==> config.mk <==
export PLATFORM = sky130hd
export DESIGN_NAME = fetch_pc_unit_flat
export DESIGN_NICKNAME = d
export VERILOG_FILES = /design/src/rtl/fetch_pc_unit_if.sv /design/src/rtl/fetch_pc_unit.sv /design/src/flat_wrapper.sv
export SDC_FILE = /design/constraint.sdc
export NUM_CORES = 1
export LEC_CHECK = 0
export CAP_MARGIN = 20
export CORE_ASPECT_RATIO = 0.5
export CORE_MARGIN = 2
export CORE_UTILIZATION = 50
export DETAILED_ROUTE_END_ITERATION = 8
export GPL_TIMING_DRIVEN = 0
export PLACE_DENSITY = 0.86
export SYNTH_ARGS = -nofsm -noshare
export SYNTH_HDL_FRONTEND = slang
export SYNTH_SLANG_ARGS = --single-unit
export TNS_END_PERCENT = 10
==> constraint.sdc <==
create_clock -name clk -period 3.3 [get_ports clk]
set_input_delay 0.66 -clock clk [delete_from_list [all_inputs] [get_ports clk]]
set_output_delay 0.66 -clock clk [all_outputs]
set_load 0.01 [all_outputs]
==> src/rtl/fetch_pc_unit_if.sv <==
// rtl/fetch_pc_unit_if.sv - instruction-fetch request handshake between the PC unit and instruction memory
//
// Purpose : groups the fetch request/accept signals into one bundle.
// Signals :
//    fetch_valid  1   fetch request (driven by the PC unit)
//    fetch_addr   32  fetch address (driven by the PC unit, always equals pc)
//    fetch_ready  1   instruction memory accepts the request this cycle
// Modports:
//    master - PC unit side (drives fetch_valid/fetch_addr, samples fetch_ready)
//    slave  - instruction memory side

interface fetch_pc_unit_if;
   logic        fetch_valid;
   logic [31:0] fetch_addr;
   logic        fetch_ready;

   modport master (
      output fetch_valid,
      output fetch_addr,
      input  fetch_ready
   );

   modport slave (
      input  fetch_valid,
      input  fetch_addr,
      output fetch_ready
   );
endinterface

==> src/rtl/fetch_pc_unit.sv <==
// rtl/fetch_pc_unit.sv - program counter and instruction-fetch front end with EX-stage redirect
//
// Purpose : holds the PC, issues fetch requests, loads the IF/ID register,
//           redirects to the EX-stage target on a taken branch/jump, squashes
//           the wrong-path fetch and counts redirects.
// Optional: define ALIGN_CHECK_EN to force redirect targets to word alignment
//           and raise the sticky addr_fault flag on a misaligned target.
// Parameters:
//    RESET_PC        PC value loaded on reset
//    PC_INC          sequential PC increment in bytes
// Ports:
//    clk             system clock, rising edge
//    rst_n           synchronous active-low reset
//    stall           hazard-unit stall; freezes PC and IF/ID
//    branch_taken    EX-stage redirect strobe
//    BranchAddress   EX-stage computed target
//    fbus            fetch handshake (master side): fetch_valid/fetch_addr/fetch_ready
//    ifid_pc         PC of the instruction held in IF/ID
//    ifid_valid      IF/ID holds a valid instruction
//    flush           one-cycle squash pulse to IF/ID and ID/EX
//    redirect_count  saturating count of accepted redirects
//    addr_fault      sticky misaligned-target flag (0 unless ALIGN_CHECK_EN)

module fetch_pc_unit #(
   parameter logic [31:0] RESET_PC = 32'h0000_0000,
   parameter logic [31:0] PC_INC   = 32'd4
) (
   input  logic                   clk,
   input  logic                   rst_n,
   input  logic                   stall,
   input  logic                   branch_taken,
   input  logic [31:0]            BranchAddress,
   fetch_pc_unit_if.master        fbus,
   output logic [31:0]            ifid_pc,
   output logic                   ifid_valid,
   output logic                   flush,
   output logic [15:0]            redirect_count,
   output logic                   addr_fault
);

   typedef enum logic [1:0] {
      ST_BOOT     = 2'd0,
      ST_FETCH    = 2'd1,
      ST_REDIRECT = 2'd2
   } state_t;

   state_t      state;
   logic [31:0] pc;
   logic        fetch_valid_q;
   logic [31:0] redirect_target;
   logic        target_misaligned;

   // Target actually loaded into pc on a redirect.
`ifdef ALIGN_CHECK_EN
   assign redirect_target   = {BranchAddress[31:2], 2'b00};
   assign target_misaligned = (BranchAddress[1:0] != 2'b00);
`else
   assign redirect_target   = BranchAddress;
   assign target_misaligned = 1'b0;
`endif

   assign fbus.fetch_addr  = pc;
   assign fbus.fetch_valid = fetch_valid_q;

   // fetch_valid is registered: it is 1 exactly when the next state is FETCH,
   // so it is computed alongside every state transition below.
   always_ff @(posedge clk) begin
      if (!rst_n) begin
         state          <= ST_BOOT;
         pc             <= RESET_PC;
         fetch_valid_q  <= 1'b0;
         ifid_pc        <= 32'h0000_0000;
         ifid_valid     <= 1'b0;
         flush          <= 1'b0;
         redirect_count <= 16'h0000;
      end else begin
         flush <= 1'b0;
         if (branch_taken) begin
            // Redirect beats stall and fetch_ready in every non-reset state.
            state         <= ST_REDIRECT;
            pc            <= redirect_target;
            fetch_valid_q <= 1'b0;
            ifid_valid    <= 1'b0;
            flush         <= 1'b1;
            if (redirect_count != 16'hFFFF)
               redirect_count <= redirect_count + 16'd1;
         end else begin
            case (state)
               ST_BOOT: begin
                  state         <= ST_FETCH;
                  fetch_valid_q <= 1'b1;
               end
               ST_FETCH: begin
                  fetch_valid_q <= 1'b1;
                  if (stall) begin
                     // A handshake completing under stall is dropped; the
                     // same pc is requested again once the stall clears.
                  end else if (fbus.fetch_ready) begin
                     ifid_pc    <= pc;
                     ifid_valid <= 1'b1;
                     pc         <= pc + PC_INC;
                  end else begin
                     ifid_valid <= 1'b0;
                  end
               end
               ST_REDIRECT: begin
                  // One squash bubble after the redirect, then fetch resumes.
                  state         <= ST_FETCH;
                  fetch_valid_q <= 1'b1;
               end
               default: begin
                  state         <= ST_BOOT;
                  fetch_valid_q <= 1'b0;
               end
            endcase
         end
      end
   end

`ifdef ALIGN_CHECK_EN
   // Sticky until reset.
   always_ff @(posedge clk) begin
      if (!rst_n)
         addr_fault <= 1'b0;
      else if (branch_taken && target_misaligned)
         addr_fault <= 1'b1;
   end
`else
   assign addr_fault = 1'b0;
`endif

endmodule

==> src/flat_wrapper.sv <==
// flat-port wrapper written by rule: the top's interface ports become plain ports
module fetch_pc_unit_flat 
#(
   parameter logic [31:0] RESET_PC = 32'h0000_0000,
   parameter logic [31:0] PC_INC   = 32'd4
)
  (clk, rst_n, stall, branch_taken, BranchAddress, ifid_pc, ifid_valid, flush, redirect_count, addr_fault, fbus_fetch_valid, fbus_fetch_addr, fbus_fetch_ready);
  fetch_pc_unit_if fbus_i ();
  input  logic clk;
  input  logic rst_n;
  input  logic stall;
  input  logic branch_taken;
  input  logic [31:0] BranchAddress;
  output logic [31:0] ifid_pc;
  output logic ifid_valid;
  output logic flush;
  output logic [15:0] redirect_count;
  output logic addr_fault;
  output wire logic [$bits(fbus_i.fetch_valid)-1:0] fbus_fetch_valid;
  output wire logic [$bits(fbus_i.fetch_addr)-1:0] fbus_fetch_addr;
  input wire logic [$bits(fbus_i.fetch_ready)-1:0] fbus_fetch_ready;
  assign fbus_fetch_valid = fbus_i.fetch_valid;
  assign fbus_fetch_addr = fbus_i.fetch_addr;
  assign fbus_i.fetch_ready = fbus_fetch_ready;
  fetch_pc_unit #(.RESET_PC(RESET_PC), .PC_INC(PC_INC)) u_core (.clk(clk), .rst_n(rst_n), .stall(stall), .branch_taken(branch_taken), .BranchAddress(BranchAddress), .fbus(fbus_i), .ifid_pc(ifid_pc), .ifid_valid(ifid_valid), .flush(flush), .redirect_count(redirect_count), .addr_fault(addr_fault));
endmodule
==> results_dict.tcl <==
set metrics [dict create \
    dr_wl_met3_um 996 \
    drt-vias-per-instance 5.60 \
    synthArstFlopShare_pct 0 \
    numCtsBuffers 9 \
    io_buffers 118 \
    synth_area_leaders "dfxtp_1 (45%), nand2_1 (9.0%), a21oi_1 (6.9%), xor2_1 (6.5%), nand4_1 (2.6%)" \
    reg2reg_to "u_core.fbus.fetch_addr[31]" \
    grt_max_degree 14 \
    drtIter0Drc 386 \
    gp_congestion 0.848 \
    htreeDepth 3 \
    start_kind "input pin" \
    fmax_ghz 0.446 \
    synth-seq-cells 85 \
    synth.net_count 484 \
    status "completed" \
    tns_ns 0 \
    power_density_nw_per_um2 451 \
    totalWireLength_mm 11.0 \
    die_w_um 127 \
    switching_share_pct 22.6 \
    core_um2 7320 \
    max_slew.worst_pin.slew_ns 0.657 \
    power.net_switching_mw 0.551 \
    cts_root_buf "clkbuf_16" \
    final_layout_size_suffix_gt1_share_pct 6.39 \
    synthFlopType "dfxtp_1" \
    rsz0062_at_grt "false" \
    n_antenna_cell 0 \
    yosys_warnings 0 \
    clock_latency_ns 0.34 \
    cts_tree "yes" \
    hold_viol 0 \
    clock-skew-final_ns 0.00377 \
    crit_start "fbus_fetch_ready" \
    synth_top_cell_area_share_pct 44.9 \
    die-area_um2 8330 \
    seq_area_frac_synth_pct 44.9 \
    num_rows 22 \
    critPathArrivalTime_ns 2.45 \
    syn2layout_area_growth_pct 43.0 \
    avgSynthCellArea_um2 8.51 \
    min_path_type "reg -> reg" \
    wl_per_cell_um 16.2 \
    ant_nets 0 \
    antenna_found_initial 0 \
    pwr-share-clk_pct 44.9 \
    clk_pin_slew_ns 0.06 \
    crit_end "u_core.ifid_pc[15]" \
    internal_power_mw 1.89 \
    die_h_um 65.5 \
    p_comb_share_pct 9.5 \
    clk_path_buf_depth 2 \
    holdBufCountCts 0 \
    netlist_top_cells_count "nand2_1 (91), dfxtp_1 (85), a21oi_1 (52)" \
    n_fill_cell 534 \
    cts_sinks 85 \
    synth_area_leader_cell "dfxtp_1" \
    highest-signal-layer "met4" \
    drc 0 \
    nets 613 \
    start_util_pct 51.7 \
    seqPwrFrac_pct 45.6 \
    synth-edff-count 0 \
    vias 3778 \
    r2r_slack_ns 1.31 \
    grt_pass1_vias 3540 \
    cap_violations 0 \
    worstSetupPathType "in -> reg" \
    gr-total-overflow 0 \
    max-slew-margin-rel_pct 55.8 \
    dp_hpwl_mm 7.70 \
    critPathRequiredTime_ns 3.51 \
    track_usage_pct 26.9 \
    dr_wl_met2_mm 5.12 \
    synth.distinct_cells 47 \
    vdd_ir_drop_max_mv 0.247 \
    grt_pass1_wl_mm 17.4 \
    maxSlewViolCount 0 \
    m1WireLength_mm 4.55 \
    cts_resized 0 \
    power.leakage_nw 1.91 \
    synthCells 445 \
    setup_viol 0 \
    holdWs_ns 0.454 \
    reg2reg_depth 4 \
    period_share_pct 68.0 \
    crit_path_end_kind "flop" \
    io_pins 121 \
    cts_setup_buffers 0 \
    yosysMostFrequentCell "nand2_1" \
    firstDrtPassIters 5 \
    netlist_area_um2 3790 \
    r2r_start "u_core.fbus.fetch_addr[4]" \
    finalCriticalPeriod_ns 2.24 \
    crit_path_max_fanout 10 \
]
[cell usage in the layout (no fill, tap or decap), types with 15 or more instances in the layout]
master	count
dfxtp_1	85
clkdlybuf4s50_1	118
a21oi_1	52
nand3_1	15
nand4_1	16
nand2_1	91
o21ai_0	20
nor2_1	26
xor2_1	28
clkbuf_1	15
[per-stage QoR]
step | instance area, um2 | worst slack (ns) | power (mW) | std cells | utilization [%]
final | 5420 | 1.06 | 2.44 | 675 | 74.0
after global placement | 5090 | 0.799 | 1.35 | 659 | 69.5
after global routing | 5420 | 0.967 | 2.52 | 675 | 74.0
after CTS | 5420 | 1.09 | 2.45 | 675 | 74.0
after floorplan | 3790 | 1.46 | 1.22 | 445 | -
after detailed placement | 5090 | 0.766 | 1.36 | 659 | 69.5
[worst max-delay path, stage by stage]
cell and delay, ns:
clkdlybuf4s50_1 0.53, nor4b_1 0.46, nand2_1 0.28, clkbuf_1 0.31
nand2_1 0.14, a21oi_1 0.07
[state kept, by name (all words and copies together), names as in the netlist]
| name | cells |
|---|---|
| u_core.ifid_pc | 32 |
| u_core.fbus.fetch_addr | 32 |
| u_core.flush | 1 |
| u_core.state | 2 |
| u_core.fbus.fetch_valid | 1 |
| u_core.redirect_count | 16 |
| u_core.ifid_valid | 1 |
[metal layers]
layer	vias to the layer above	global-route usage [%]
met2	201	44.4
met3	36	7.17
li1	1800	-
met1	1741	33.8
met5	-	0
met4	0	11.3
[cell families after synthesis]
kind of cell    count (synthesis)  share of synthesized area [%]
compound gates                 90                           13.2
xor+xnor                       39                           9.02
fa+ha+maj                       2                          0.661
buf+inv                        28                           3.27
flops                          85                           44.9
mux                             7                           1.88
other cells                     1                         0.0990
simple gates                  193                           26.9
[power by group through the flow]
stage / registers (mW) / logic, mW / clock network [mW]
after CTS: 1.11 / 0.232 / 1.11
final: 1.11 / 0.232 / 1.09
after floorplan: 1.13 / 0.0836 / 0
after global routing: 1.12 / 0.248 / 1.15
after global placement: 1.13 / 0.223 / 0
after detailed placement: 1.13 / 0.227 / 0
[worst min path at each step]
stage | endpoint | slack, ns | start | depth (start not counted)
global placement | u_core.ifid_pc[18] | 0.44 | u_core.ifid_pc[18] | 2
global route | u_core.ifid_pc[28] | 0.48 | u_core.ifid_pc[28] | 2
floorplan | u_core.fbus.fetch_valid | 0.46 | u_core.state[1] | 1
finish | u_core.ifid_pc[25] | 0.45 | u_core.ifid_pc[25] | 2
detailed placement | u_core.ifid_pc[30] | 0.45 | u_core.ifid_pc[30] | 2
CTS | u_core.ifid_pc[4] | 0.46 | u_core.ifid_pc[4] | 2
[area by class of cell]
class	count	area, um2	area share [%]
Inverter	5	18.8	0.347
Timing Repair Buffer	118	1180	21.8
Tap cell	96	120	2.22
Clock buffer	12	256	4.74
Clock inverter	4	70.1	1.29
Multi-Input combinational cell	332	1960	36.2
Buffer	23	105	1.94
Sequential cell	85	1700	31.4
Note: power is estimated with default switching activity, not from simulation.
